**config.mk**
```make
export PLATFORM = sky130hd
export DESIGN_NAME = instruction_fetch
export DESIGN_NICKNAME = d
export VERILOG_FILES = /design/src/rtl/fetch_pkg.sv /design/src/rtl/fetch_fifo.sv /design/src/rtl/instruction_fetch.sv
export SDC_FILE = /design/constraint.sdc
export NUM_CORES = 1
export LEC_CHECK = 0
export ABC_AREA = 1
export CORE_MARGIN = 2
export CORE_UTILIZATION = 46
export CTS_CLUSTER_SIZE = 25
export DETAILED_ROUTE_END_ITERATION = 6
export GPL_TIMING_DRIVEN = 0
export MAX_ROUTING_LAYER = met4
export PLACE_DENSITY = 0.78
export SLEW_MARGIN = 20
export SYNTH_ARGS = -nofsm -noshare
export SYNTH_HDL_FRONTEND = slang
export SYNTH_SLANG_ARGS = --single-unit
```
**constraint.sdc**
```tcl
create_clock -name Clk -period 11.1 [get_ports Clk]
set_input_delay 2.775 -clock Clk [delete_from_list [all_inputs] [get_ports Clk]]
set_output_delay 2.775 -clock Clk [all_outputs]
set_load 0.05 [all_outputs]
```
**src/rtl/fetch_pkg.sv**
```systemverilog
// Shared constants and types for the instruction fetch front end.
package fetch_pkg;

    localparam int unsigned XLEN_DEFAULT  = 64;
    localparam int unsigned DEPTH_DEFAULT = 4;

    // addi x0, x0, 0
    localparam logic [31:0] NOP_INSTR = 32'h00000013;

    typedef struct packed {
        logic [31:0]             instr;
        logic [XLEN_DEFAULT-1:0] pc;
    } fetch_entry_t;

endpackage

```
**src/rtl/fetch_fifo.sv**
```systemverilog
// Synchronous FIFO with async reset and a synchronous flush; head is read straight from storage.
module fetch_fifo #(
    parameter int unsigned WIDTH = 96,
    parameter int unsigned DEPTH = 4,
    localparam int unsigned PW   = $clog2(DEPTH),
    localparam int unsigned CW   = PW + 1
) (
    input  logic             clk,
    input  logic             rst,
    input  logic             flush,
    input  logic             push,
    input  logic [WIDTH-1:0] wdata,
    input  logic             pop,
    output logic [WIDTH-1:0] head,
    output logic [CW-1:0]    count,
    output logic             empty
);

    logic [WIDTH-1:0] mem [DEPTH];
    logic [PW-1:0]    rd_ptr_q;
    logic [PW-1:0]    wr_ptr_q;
    logic [CW-1:0]    count_q;
    logic             full;
    logic             push_en;
    logic             pop_en;

    always_comb begin
        full    = (count_q == CW'(DEPTH));
        empty   = (count_q == '0);
        push_en = push && !full;
        pop_en  = pop && !empty;
        head    = mem[rd_ptr_q];
        count   = count_q;
    end

    always_ff @(posedge clk or posedge rst) begin
        if (rst) begin
            rd_ptr_q <= '0;
            wr_ptr_q <= '0;
            count_q  <= '0;
        end else if (flush) begin
            rd_ptr_q <= '0;
            wr_ptr_q <= '0;
            count_q  <= '0;
        end else begin
            if (push_en) begin
                wr_ptr_q <= wr_ptr_q + PW'(1);
            end
            if (pop_en) begin
                rd_ptr_q <= rd_ptr_q + PW'(1);
            end
            count_q <= count_q + CW'(push_en) - CW'(pop_en);
        end
    end

    // Storage needs no reset: the empty flag masks stale contents.
    always_ff @(posedge clk) begin
        if (push_en && !flush) begin
            mem[wr_ptr_q] <= wdata;
        end
    end

endmodule

```
**src/rtl/instruction_fetch.sv**
```systemverilog
// Fetch front end: PC sequencing, fixed-latency imem requests, buffered delivery to decode.
module instruction_fetch
    import fetch_pkg::*;
#(
    parameter int unsigned     XLEN     = XLEN_DEFAULT,
    parameter int unsigned     DEPTH    = DEPTH_DEFAULT,
    parameter logic [XLEN-1:0] RESET_PC = '0
) (
    input  logic            Clk,
    input  logic            Reset,
    output logic            imem_req,
    output logic [XLEN-1:0] imem_addr,
    input  logic [31:0]     imem_rdata,
    input  logic            redirect,
    input  logic [XLEN-1:0] redirect_pc,
    output logic            inst_valid,
    input  logic            inst_ready,
    output logic [31:0]     Instruction,
    output logic [XLEN-1:0] PC
);

    localparam int unsigned     CW       = $clog2(DEPTH) + 1;
    localparam int unsigned     OW       = CW + 1;
    localparam int unsigned     EW       = 32 + XLEN;
    localparam logic [XLEN-1:0] START_PC = {RESET_PC[XLEN-1:2], 2'b00};

    typedef struct packed {
        logic [31:0]     instr;
        logic [XLEN-1:0] pc;
    } entry_t;

    logic [XLEN-1:0] fetch_pc_q;
    logic [XLEN-1:0] fetch_pc_d;
    logic [XLEN-1:0] req_pc_q;
    logic [XLEN-1:0] last_pc_q;
    logic            inflight_q;
    logic            squash_q;

    logic [CW-1:0]   count;
    logic            empty;
    entry_t          head;
    entry_t          wentry;
    logic            push;
    logic            pop;
    logic [OW-1:0]   occupancy;
    logic [OW-1:0]   limit;

    always_comb begin
        pop       = inst_valid && inst_ready;
        // A slot is reserved for every request still in flight.
        occupancy = OW'(count) + OW'(inflight_q);
        limit     = OW'(DEPTH) + OW'(pop);
        imem_req  = !Reset && !redirect && (occupancy < limit);
        imem_addr = fetch_pc_q;

        push         = inflight_q && !squash_q && !redirect;
        wentry.instr = imem_rdata;
        wentry.pc    = req_pc_q;

        fetch_pc_d = fetch_pc_q;
        if (redirect) begin
            fetch_pc_d = redirect_pc & ~XLEN'(3);
        end else if (imem_req) begin
            fetch_pc_d = fetch_pc_q + XLEN'(4);
        end
    end

    always_comb begin
        inst_valid  = !empty;
        Instruction = empty ? NOP_INSTR : head.instr;
        PC          = empty ? last_pc_q : head.pc;
    end

    always_ff @(posedge Clk or posedge Reset) begin
        if (Reset) begin
            fetch_pc_q <= START_PC;
            req_pc_q   <= START_PC;
            last_pc_q  <= START_PC;
            inflight_q <= 1'b0;
            squash_q   <= 1'b0;
        end else begin
            fetch_pc_q <= fetch_pc_d;
            inflight_q <= imem_req;
            // Drop any response still attributed to the pre-redirect stream.
            squash_q   <= redirect;
            if (imem_req) begin
                req_pc_q <= fetch_pc_q;
            end
            if (pop) begin
                last_pc_q <= head.pc;
            end
        end
    end

    fetch_fifo #(
        .WIDTH(EW),
        .DEPTH(DEPTH)
    ) u_fifo (
        .clk  (Clk),
        .rst  (Reset),
        .flush(redirect),
        .push (push),
        .wdata(wentry),
        .pop  (pop),
        .head (head),
        .count(count),
        .empty(empty)
    );

endmodule
```
==> results of run 1 <==
-- power by group --
part	switching (uW)	internal, uW	total (uW)
sequential	335	2700	3030
clock	810	1070	1880
combinational	2530	1060	3590
-- path summary, 6_finish.rpt --
path	from	to	slack [ps]	cells past startpoint
setup reg to reg	u_fifo.count[1]	u_fifo.count[2]	8120	13
hold / removal	last_pc_q[10]	last_pc_q[10]	480	2
setup / recovery	Reset	imem_req	2500	11
hold reg to reg	last_pc_q[10]	last_pc_q[10]	480	2
max in group asynchronous	Reset	last_pc_q[45]	7750	3
min in group asynchronous	Reset	imem_addr[10]	2620	2
-- critical path, delay by kind of cell --
kind | cells | cell delay, ps
buf+inv | 9 | 2720
simple gates | 2 | 220
-- area by class of cell --
| class | instances | area (sq um) |
|---|---|---|
| repair buffers | 277 | 3120 |
| fillers | 4319 | 22300 |
| plain buffers | 131 | 687 |
| inverters | 136 | 518 |
| clock buffers | 77 | 1510 |
| flip-flops and latches | 571 | 16200 |
| multi-input cells | 1583 | 7340 |
| clock inverters | 25 | 290 |
| diodes | 2 | 5.00 |
| well taps | 688 | 861 |
-- synthesized netlist by cell type (all sizes together), types with 3 or more instances --
library cell,n
a21oi,95
a22oi,6
a32o,62
buf,73
clkbuf,58
dfrtp,195
edfxtp,376
ha,10
inv,135
nand2,724
nand3,84
nand3b,3
nand4,12
nor2,258
o211ai,11
o21ai,291
o311ai,3
xnor2,4
xor2,14
-- cell usage in the layout, fill, tap and decap left out, types with 45 or more instances in the layout --
cell / Yosys / final
edfxtp_1: 376 / 376
buf_2: 45 / 45
o21ai_0: 256 / 256
nand2_1: 715 / 715
nand3_1: 84 / 84
a32o_1: 62 / 62
dfrtp_1: 195 / 195
inv_1: 132 / 131
clkdlybuf4s50_1: 0 / 255
nor2_1: 248 / 244
clkbuf_16: 0 / 57
a21oi_1: 95 / 95
clkbuf_1: 58 / 77
-- stage by stage --
stage          TNS (ps)  total power, uW  utilization, %  setup WS, ps  std cells
2_1_floorplan         0             5240               -           539       2421
3_3_place_gp    -119050             6540            53.2         -2640       3364
3_5_place_dp          0             6630            54.4          2460       3386
4_1_cts               0             8520            57.8          2450       3488
5_1_grt               0             8860            57.8          2290       3490
6_report              0             8510            57.8          2500       3490
-- sequential cells by signal, summed over array words and instances (netlist names) --
register	count
req_pc_q	62
u_fifo.wr_ptr_q	2
inflight_q	1
u_fifo.mem	376
squash_q	1
last_pc_q	62
imem_addr	62
u_fifo.rd_ptr_q	2
u_fifo.count	3
-- logic make-up after synthesis --
logic type	Yosys count	share of synthesized area (%)
XOR/XNOR	18	0.639
flip-flops	571	65.5
adder cells (fa/ha/maj)	11	0.588
AND/OR/NAND/NOR	1082	17.4
buffers and inverters	267	4.85
AO/OA/AOI/OAI	468	11.0
other	1	0.0152
-- routing by layer --
metal / share of wire, % / track usage [%] / up-vias
li1: - / - / 8896
met4: 4.6 / 12.2 / 0
met1: 39 / 34.2 / 9434
met5: 0 / - / -
met3: 8.1 / 3.53 / 153
met2: 48 / 44.6 / 995
==> results.cfg, run 1 <==
[timing]
tightest_slew_ps = 809
relSlewSlack_pct = 46.1
finalCritPeriodShare_pct = 77.4
whs_ps = 484
fmax_mhz = 116
fin_skew_ps = 24.7
finalCriticalPeriod_ps = 8600
hold_violations = 0
drv_slew = 0
finalSetupViolCount = 0
grt_setup_unrepaired = no

[clocking]
ctsHoldBuffers = 0
clkLatencyLatePin_ps = 620
clockRootBuffer = clkbuf_16
clock_sinks = 571
cts-resized-gates = 0
post-cts-setup-buffer-count = 0
cts_tree = built
clk_pin_slew_ps = 60
cts_buffers = 55
clock_path_buffers = 3
h-tree-depth = 2

[grt]
grt.total_usage_pct = 27.3
grt_pass1_vias = 19200
grt_max_degree = 68
grt_pass1_wl_um = 112000
antenna_found_initial = 3
grt_overflow_total = 0

[synthesis]
ys.warnings.count = 0
yosys-top-cells-area = edfxtp_1, dfrtp_1, nand2_1
yosysSeqAreaShare_pct = 65.5
yosysTopAreaCell = edfxtp_1
ys_types = 32
synth-main-ff-cell = edfxtp_1
syn-cell-area_sq_mm = 0.0247
synthCells = 2418
synthDominantCellAreaShare_pct = 45.8
synth_edf_count = 376
ys_ff_latch = 571
avgSynthCellArea_sq_um = 10.2
ys_async_sr_fraction_pct = 34.2

[pwr]
power_density_mw_per_mm2 = 279
vdd_drop_max_uv = 253
p_leak_uw = 0.0121

[place]
port_buffers = 255
hpwl_um = 53300
gp_congestion = 0.970
post_dp_cell_area_sq_mm = 0.0287

[worst_setup_path]
crit_type = in -> out
slowest_stage = clkdlybuf4s50_1
worstPathArrival_ps = 5820
crit_path_end_kind = output pin
required_ps = 8330
cp_cell_sequence = clkdlybuf4s50_1, inv_8, buf_16, nand3_1, inv_1, nand2_2, buf_6, inv_2, buf_6, buf_6, clkdlybuf4s50_1
worst-path-max-fanout = 67
startpoint_type = input pin
cpMostUsedCell = buf_6
slowest_delay_ps = 810

[route]
drc = 1
drtPass1Iterations = 7
viasPerCell = 5.58
drt-initial-drc-count = 2024
vias = 19500
ant_nets = 0
post_drt_wl_per_cell_um = 21.4
finalWirelength_um = 74800

[floorplan]
dieHeight_um = 236
initial_core_util_pct = 46.8
die_w_um = 236
coreArea_sq_mm = 0.0528
io_pins = 262
die_area_sq_mm = 0.0555
rows = 84

[status]
violations = DRC
status = complete, but fails checks

[finish]
nets = 2866
layout-drive-gt1-share_pct = 7.04
fin_area_sq_mm = 0.0305
area_growth_pct = 23.7

[run]
drv_cap = 0

[min_path]
hp-class = reg -> reg
No activity file was read; power rests on OpenSTA's default activity.
==> inputs of run 2 (changes only) <==
==> constraint.sdc (replaced) <==
create_clock -name Clk -period 8.55 [get_ports Clk]
set_input_delay 2.1375 -clock Clk [delete_from_list [all_inputs] [get_ports Clk]]
set_output_delay 2.1375 -clock Clk [all_outputs]
set_load 0.05 [all_outputs]
==> run 2 against run 1 <==
  * The flow now finishes without violations
  * Combinational power is 30% higher
  * Design area is 0.65% higher
  * Flip-flop and latch count stayed put
  * Largest cell class unchanged
  * Largest power group unchanged
  * Highest routed layer unchanged
==> results.cfg, run 2 (synthesized netlist as in run 1, its figures left out) <==
[route]
viasPerCell = 5.54
finalWirelength_um = 75200
drt-initial-drc-count = 1664
vias = 19400
ant_nets = 0
post_drt_wl_per_cell_um = 21.5
drtPass1Iterations = 5
drc = 0

[finish]
largest_register = u_fifo.mem
largest_register_ffs = 376
final_common_cell = nand2_1
fillCellCount = 4311
area_growth_pct = 24.5
nets = 2871
final_cell_mix = nand2_1, edfxtp_1, o21ai_0
layout-drive-gt1-share_pct = 7.44

[clocking]
clockRootBuffer = clkbuf_16
clock_path_buffers = 3
post-cts-setup-buffer-count = 0
h-tree-depth = 2
cts_tree = built
clock_sinks = 571
clk_pin_slew_ps = 60
clkLatencyLatePin_ps = 620
cts-resized-gates = 0
cts_buffers = 56
ctsHoldBuffers = 0

[floorplan]
initial_core_util_pct = 46.8
die_w_um = 236
dieHeight_um = 236
rows = 84
die_area_sq_mm = 0.0555
coreArea_sq_mm = 0.0528
io_pins = 262

[timing]
finalCritPeriodShare_pct = 89.5
relSlewSlack_pct = 41.0
fmax_mhz = 131
finalSetupTns_ps = 0
worst_slack_ps = 900
grt_setup_unrepaired = no
tightest_slew_ps = 885
drv_slew = 0
hold_violations = 0
fin_skew_ps = 17.7
finalCriticalPeriod_ps = 7650
finalSetupViolCount = 0

[grt]
grt_pass1_vias = 19400
grt_max_degree = 37
grt_pass1_wl_um = 113000
grt_overflow_total = 0
grt.total_usage_pct = 27.6
antenna_found_initial = 1

[run]
drv_cap = 0

[pwr]
vdd_drop_max_uv = 361
total_power_uw = 11100
power_density_mw_per_mm2 = 363
p_leak_uw = 0.0122

[place]
hpwl_um = 54200
port_buffers = 255
gp_congestion = 0.939
post-place-ws_ps = 864

[worst_setup_path]
crit_type = in -> out
crit_path_end_kind = output pin
worstPathArrival_ps = 5510
worst-path-max-fanout = 32
required_ps = 6410
startpoint_type = input pin

[min_path]
hp-class = reg -> reg

[status]
status = complete, no violations
-- run 2: changes by cell type in the layout (fill, tap and decap cells not counted) --
cell	before	now
clkbuf_1	77	66
clkinv_1	3	10
clkbuf_8	1	4
buf_12	5	7
buf_16	17	19
bufinv_16	5	7
clkinv_2	8	10
clkinv_4	3	4
inv_6	4	5
inv_8	1	0
-- run 2: power by group --
part	leakage (uW)	internal (uW)	switching, uW	total (uW)
Sequential	0.00582	3500	436	3940
Clock	0.000939	1480	1080	2550
Combinational	0.00540	1380	3280	4660
Total	0.0122	6360	4790	11100
-- run 2: critical path: stages --
cell	delay, ps
clkdlybuf4s50_1	450
clkinvlp_4	410
buf_12	260
buf_12	230
buf_12	220
nand3_1	100
inv_1	70
nand2_2	100
buf_6	170
inv_2	120
buf_6	190
buf_6	190
clkdlybuf4s50_1	820
-- run 2: area by class of cell --
cell class                 count  area [sq um]  share of cell area [%]
timing repair buffer         281          3220                    10.5
multi-input combinational   1583          7340                    23.9
buffer                       131           687                    2.24
antenna                        2          5.00                  0.0163
clock inverter                37           397                    1.29
inverter                     136           514                    1.67
tap                          688           861                    2.80
sequential                   571         16200                    52.7
clock buffer                  69          1510                    4.92
-- run 2: routing by layer --
metal / share of wire, % / up-vias / track usage (%) / routed length (um)
met5: 0 / - / - / 0
met4: 4.0 / 0 / 10.6 / 2990
met3: 7.7 / 151 / 4.03 / 5790
met2: 49 / 943 / 45.7 / 36700
met1: 40 / 9355 / 34.5 / 29700
li1: - / 8929 / - / -
-- run 2: path summary, 6_finish.rpt --
check                                     start               to  slack [ps]  depth (start not counted)
min in group asynchronous                 Reset    imem_addr[15]        1930                          2
worst max register to register  u_fifo.count[1]  u_fifo.count[2]        5540                         13
worst min-delay path               last_pc_q[6]     last_pc_q[6]         480                          2
max in group asynchronous                 Reset    last_pc_q[41]        5610                          5
worst max-delay path                      Reset         imem_req         900                         13
worst min register to register     last_pc_q[6]     last_pc_q[6]         480                          2
-- run 2: through the flow --
stage | cell area (sq um) | cells | utilization [%] | hold WS, ps
floorplan | 24700 | 2421 | - | 453
global placement | 28100 | 3364 | 53.3 | 466
detailed placement | 28800 | 3390 | 54.6 | 474
CTS | 30700 | 3496 | 58.2 | 489
global route | 30700 | 3497 | 58.2 | 504
finish | 30700 | 3498 | 58.2 | 483
==> inputs of run 3 (changes only) <==
--- a/config.mk
+++ b/config.mk
@@ -10,7 +10,6 @@
 export CORE_UTILIZATION = 46
 export CTS_CLUSTER_SIZE = 25
 export DETAILED_ROUTE_END_ITERATION = 6
-export GPL_TIMING_DRIVEN = 0
 export MAX_ROUTING_LAYER = met4
 export PLACE_DENSITY = 0.78
 export SLEW_MARGIN = 20
==> run 3 against run 2 <==
  * Utilization down 1.8 points
  * Critical path depth down 6
  * Register-to-register slack better by 30 ps
  * Power down 2.8%
  * Non-clock buffer count down 134
  * Sequential share of layout area up 1.7 points
  * Fmax up 22%
  * Routed wire length down 12%
  * Flip-flop and latch count unchanged
  * Die area unchanged
  * Clock skew up 7.4 ps
  * Critical path type is now reg -> out
  * Highest routed layer unchanged
==> results.cfg, run 3 (synthesized netlist as in run 1, its figures left out) <==
[status]
status = complete, no violations

[route]
viasPerCell = 5.51
drtPass1Iterations = 6
finalWirelength_um = 66400
drc = 0
drt-initial-drc-count = 1740
vias = 18600
ant_nets = 0
post_drt_wl_per_cell_um = 19.7

[timing]
grt_setup_unrepaired = no
drv_slew = 0
hold_violations = 0
whs_ps = 483
finalCriticalPeriod_ps = 6260
fmax_mhz = 160
relSlewSlack_pct = 34.5
tightest_slew_ps = 982
finalSetupViolCount = 0
finalSetupTns_ps = 0
worst_slack_ps = 2290
fin_skew_ps = 25.1
finalCritPeriodShare_pct = 73.2

[finish]
nets = 2738
layout-drive-gt1-share_pct = 5.53
largest_register = u_fifo.mem
fin_area_sq_mm = 0.0297
area_growth_pct = 20.6
final_common_cell = nand2_1
final_cell_mix = nand2_1, edfxtp_1, o21ai_0
largest_register_ffs = 376

[clocking]
cts_buffers = 57
clkLatencyLatePin_ps = 610
clock_path_buffers = 3
clk_pin_slew_ps = 60
cts_tree = built
clockRootBuffer = clkbuf_16
cts-resized-gates = 0
clock_sinks = 571
h-tree-depth = 2
ctsHoldBuffers = 0
post-cts-setup-buffer-count = 0

[floorplan]
die_area_sq_mm = 0.0555
dieHeight_um = 236
die_w_um = 236
io_pins = 262
coreArea_sq_mm = 0.0528
initial_core_util_pct = 46.8
rows = 84

[pwr]
p_leak_uw = 0.0117
power_density_mw_per_mm2 = 364
vdd_drop_max_uv = 333

[min_path]
hp-class = reg -> reg
hold_start = last_pc_q[38]

[place]
gp_congestion = 0.893
post-place-ws_ps = 2760
post_dp_cell_area_sq_mm = 0.0278
hpwl_um = 43000
port_buffers = 255

[worst_setup_path]
r2r_start = inflight_q
slowest_delay_ps = 900
startpoint = u_fifo.rd_ptr_q[0]
startpoint_type = flop
cp_cell_sequence = inv_4, buf_4, nor2_1, nor2_1, o21ai_0, o311ai_0, clkdlybuf4s50_1
crit_path_end_kind = output pin
slowest_stage = clkdlybuf4s50_1
crit_type = reg -> out
worstPathArrival_ps = 4120
required_ps = 6410
worst-path-max-fanout = 95
cpMostUsedCell = nor2_1

[grt]
grt_overflow_total = 0
grt_pass1_wl_um = 103000
antenna_found_initial = 2
grt.total_usage_pct = 24.5
grt_pass1_vias = 18400
grt_max_degree = 150

[run]
drv_cap = 0
## run 3: cell count changes in the layout (fill, tap and decap cells not counted), sizes merged
cell | before | now
buf | 99 | 25
bufinv | 7 | 5
clkbuf | 127 | 83
clkdlybuf4s50 | 255 | 253
clkinv | 25 | 15
clkinvlp | 2 | 3
inv | 139 | 138
## run 3: critical path, delay by kind of cell (launching register included)
family	cells	cell delay (ps)
and+or+nand+nor	2	200
AOI/OAI and AO/OA	2	250
buffers and inverters	3	2310
DFF	1	690
## run 3: final cells by class
cell class / count / area (sq um)
multi-input combinational: 1583 / 7360
timing repair buffer: 278 / 2870
clock buffer: 83 / 1670
inverter: 136 / 522
antenna: 2 / 5.00
sequential: 571 / 16200
fill: 4319 / 23000
tap: 688 / 861
clock inverter: 25 / 283
## run 3: path summary, 6_finish.rpt
path                            depth (start not counted)  slack (ps)            endpoint
worst max-delay path                                    7        2290      Instruction[1]
worst min-delay path                                    2         480       last_pc_q[38]
worst max register to register                         11        5570       imem_addr[14]
worst min register to register                          2         480       last_pc_q[38]
max in group asynchronous                               4        4920       imem_addr[56]
min in group asynchronous                               3        2290  u_fifo.rd_ptr_q[0]
## run 3: report_power, final
part / internal, uW / switching (uW) / total [uW]
clock: 1510 / 1050 / 2550
combinational: 1280 / 3080 / 4360
sequential: 3510 / 420 / 3920
## run 3: metrics by stage
| step | utilization (%) | cells | power [uW] |
|---|---|---|---|
| finish | 56.4 | 3366 | 10800 |
| global placement | 52.5 | 3252 | 8190 |
| CTS | 56.4 | 3364 | 10900 |
| global route | 56.4 | 3366 | 11300 |
| floorplan | - | 2421 | 6810 |
| detailed placement | 52.7 | 3256 | 8310 |
## run 3: routing by layer
metal  track usage, %  vias up  share of wire (%)
li1                 -     8636                  -
met1             31.4     9005                 41
met2             39.1      780                 48
met3             4.29      140                7.2
met4             9.69        0                3.9
met5                -        -                  0
==> edit (flow settings as in run 3) <==
The package constant `DEPTH_DEFAULT` goes from 4 to 8.
--- a/src/rtl/fetch_pkg.sv
+++ b/src/rtl/fetch_pkg.sv
@@ -4,3 +4,3 @@
     localparam int unsigned XLEN_DEFAULT  = 64;
-    localparam int unsigned DEPTH_DEFAULT = 4;
+    localparam int unsigned DEPTH_DEFAULT = 8;
 
Function: no difference found for any inputs over 4 cycles, from zero or initial values and one cycle with Reset high; that may be too few to reach the edited logic, so the function may still have changed.
==> edit against run 3 <==
  * Final area up 55%
  * Area after synthesis up 61%
  * Die area up 59%
  * Worst hold slack better by 0.0045 ns
  * Routed wire length up 52%
  * First-iteration DRC count up 78%
  * Total power up 43%
  * Synthesized cell count up 49%
  * Maximum frequency down 10%
  * Sequential share of layout area up 5.3 points
  * Core utilization down 2.3 points
  * Sequential cell count up 379
  * Setup slack worse by 0.69 ns
  * Critical endpoint is now Instruction[14]
  * Largest cell class unchanged
==> edit: results (changes against run 3) <==
xor/xnor share of the synthesized area=0.420% (-0.22 points); crit path DAT=4.81 ns (+0.69 ns); DP HPWL=59,400 um (+38%); adder-cell share of the synthesized area=0.461% (-0.13 points); pre-CTS setup slack=1.94 ns (-0.823 ns); worst-path maximum fanout=86 (-9.5%); Static Leak=16.6 nW (+42%); Async SR Flop Fraction=20.8% (-13 points); worst skew pair latency=0.66 ns (+0.05 ns); Total Routing Usage GR=23.0% (-1.5 points); Placed Cells=4,831 (+48%); Avg Cell Area, Syn=11.0 um2 (+7.6%); share of post-route cells with drive strength above 1=5.44% (-0.093 points); status=complete, no violations; global-route wire length before repair=153,000 um (+49%); cts bufs inserted=93 (+63%); initial antenna violation count=1 (-1); Post-DP Area=43,000 um2 (+55%); fillers=7,025 (+63%); top post-synthesis cells by count=edfxtp_1 (752), nor2_1 (642), nand2_1 (568), o21ai_0 (438), o21ai_1 (253); largest net degree at the start of global routing=226 (+51%); EDFF count, synth=752 (+100%); Placer Congestion=0.986 (+10%); Compound-Gate Fraction of Synth Area=11.6% (+0.66 points); 1st-iter DRT viols=3,094 (+78%); synth unique cells=33 (+3.1%); max incr delay on CP=1.01 ns (+0.11 ns); via density per instance=5.50 (-0.17%); main area contributors after synthesis=edfxtp_1 (57%), dfrtp_1 (13%), nor2_1 (6.1%); final net count=3,896 (+42%); WL final=101,000 um (+52%)
-- edit: cell types whose count changed in the layout (fill, tap and decap cells not counted), sizes merged, moves of 53 or more --
cell and delta:
o21ai +400, nor2 +389, edfxtp +376, nand2 -152
nand3 +86, a21oi -79, a32o -62, o22ai +62
o211ai +53
-- edit: power breakdown --
group	switching (mW)	internal, mW
Combinational	3.64	1.49
Sequential	0.579	5.67
Clock	1.75	2.36
-- edit: layer usage --
layer,global-route usage (%),vias up,part of all wire (%),routed length [um]
li1,-,13000,-,-
met1,30.7,13200,42,42300
met2,36.8,1218,48,48300
met3,3.21,165,7.4,7450
met4,7.23,0,2.7,2700
met5,-,-,0,0
-- edit: path summary, 6_finish.rpt --
path                       cells after the start  slack [ns]                           start                         to
hold / removal                                 2        0.49       last_pc_q[26]$_DFFE_PP0P_  last_pc_q[26]$_DFFE_PP0P_
min in group asynchronous                      3        2.15                           Reset   imem_addr[6]$_DFFE_PP0P_
hold reg to reg                                2        0.49       last_pc_q[26]$_DFFE_PP0P_  last_pc_q[26]$_DFFE_PP0P_
setup / recovery                               9        1.60  u_fifo.rd_ptr_q[0]$_DFFE_PP0P_            Instruction[14]
setup reg to reg                              13        4.57       u_fifo.count[2]$_DFF_PP0_  imem_addr[42]$_DFFE_PP0P_
max in group asynchronous                      4        5.04                           Reset  last_pc_q[53]$_DFFE_PP0P_
-- edit: final cells by class --
cell class	count	share of cell area, %
sequential	950	59.7
multi-input combinational	2306	23.0
timing repair buffer	295	6.26
clock buffer	124	5.52
tap	1144	3.10
clock inverter	51	1.24
inverter	136	1.15
antenna	1	0.00543
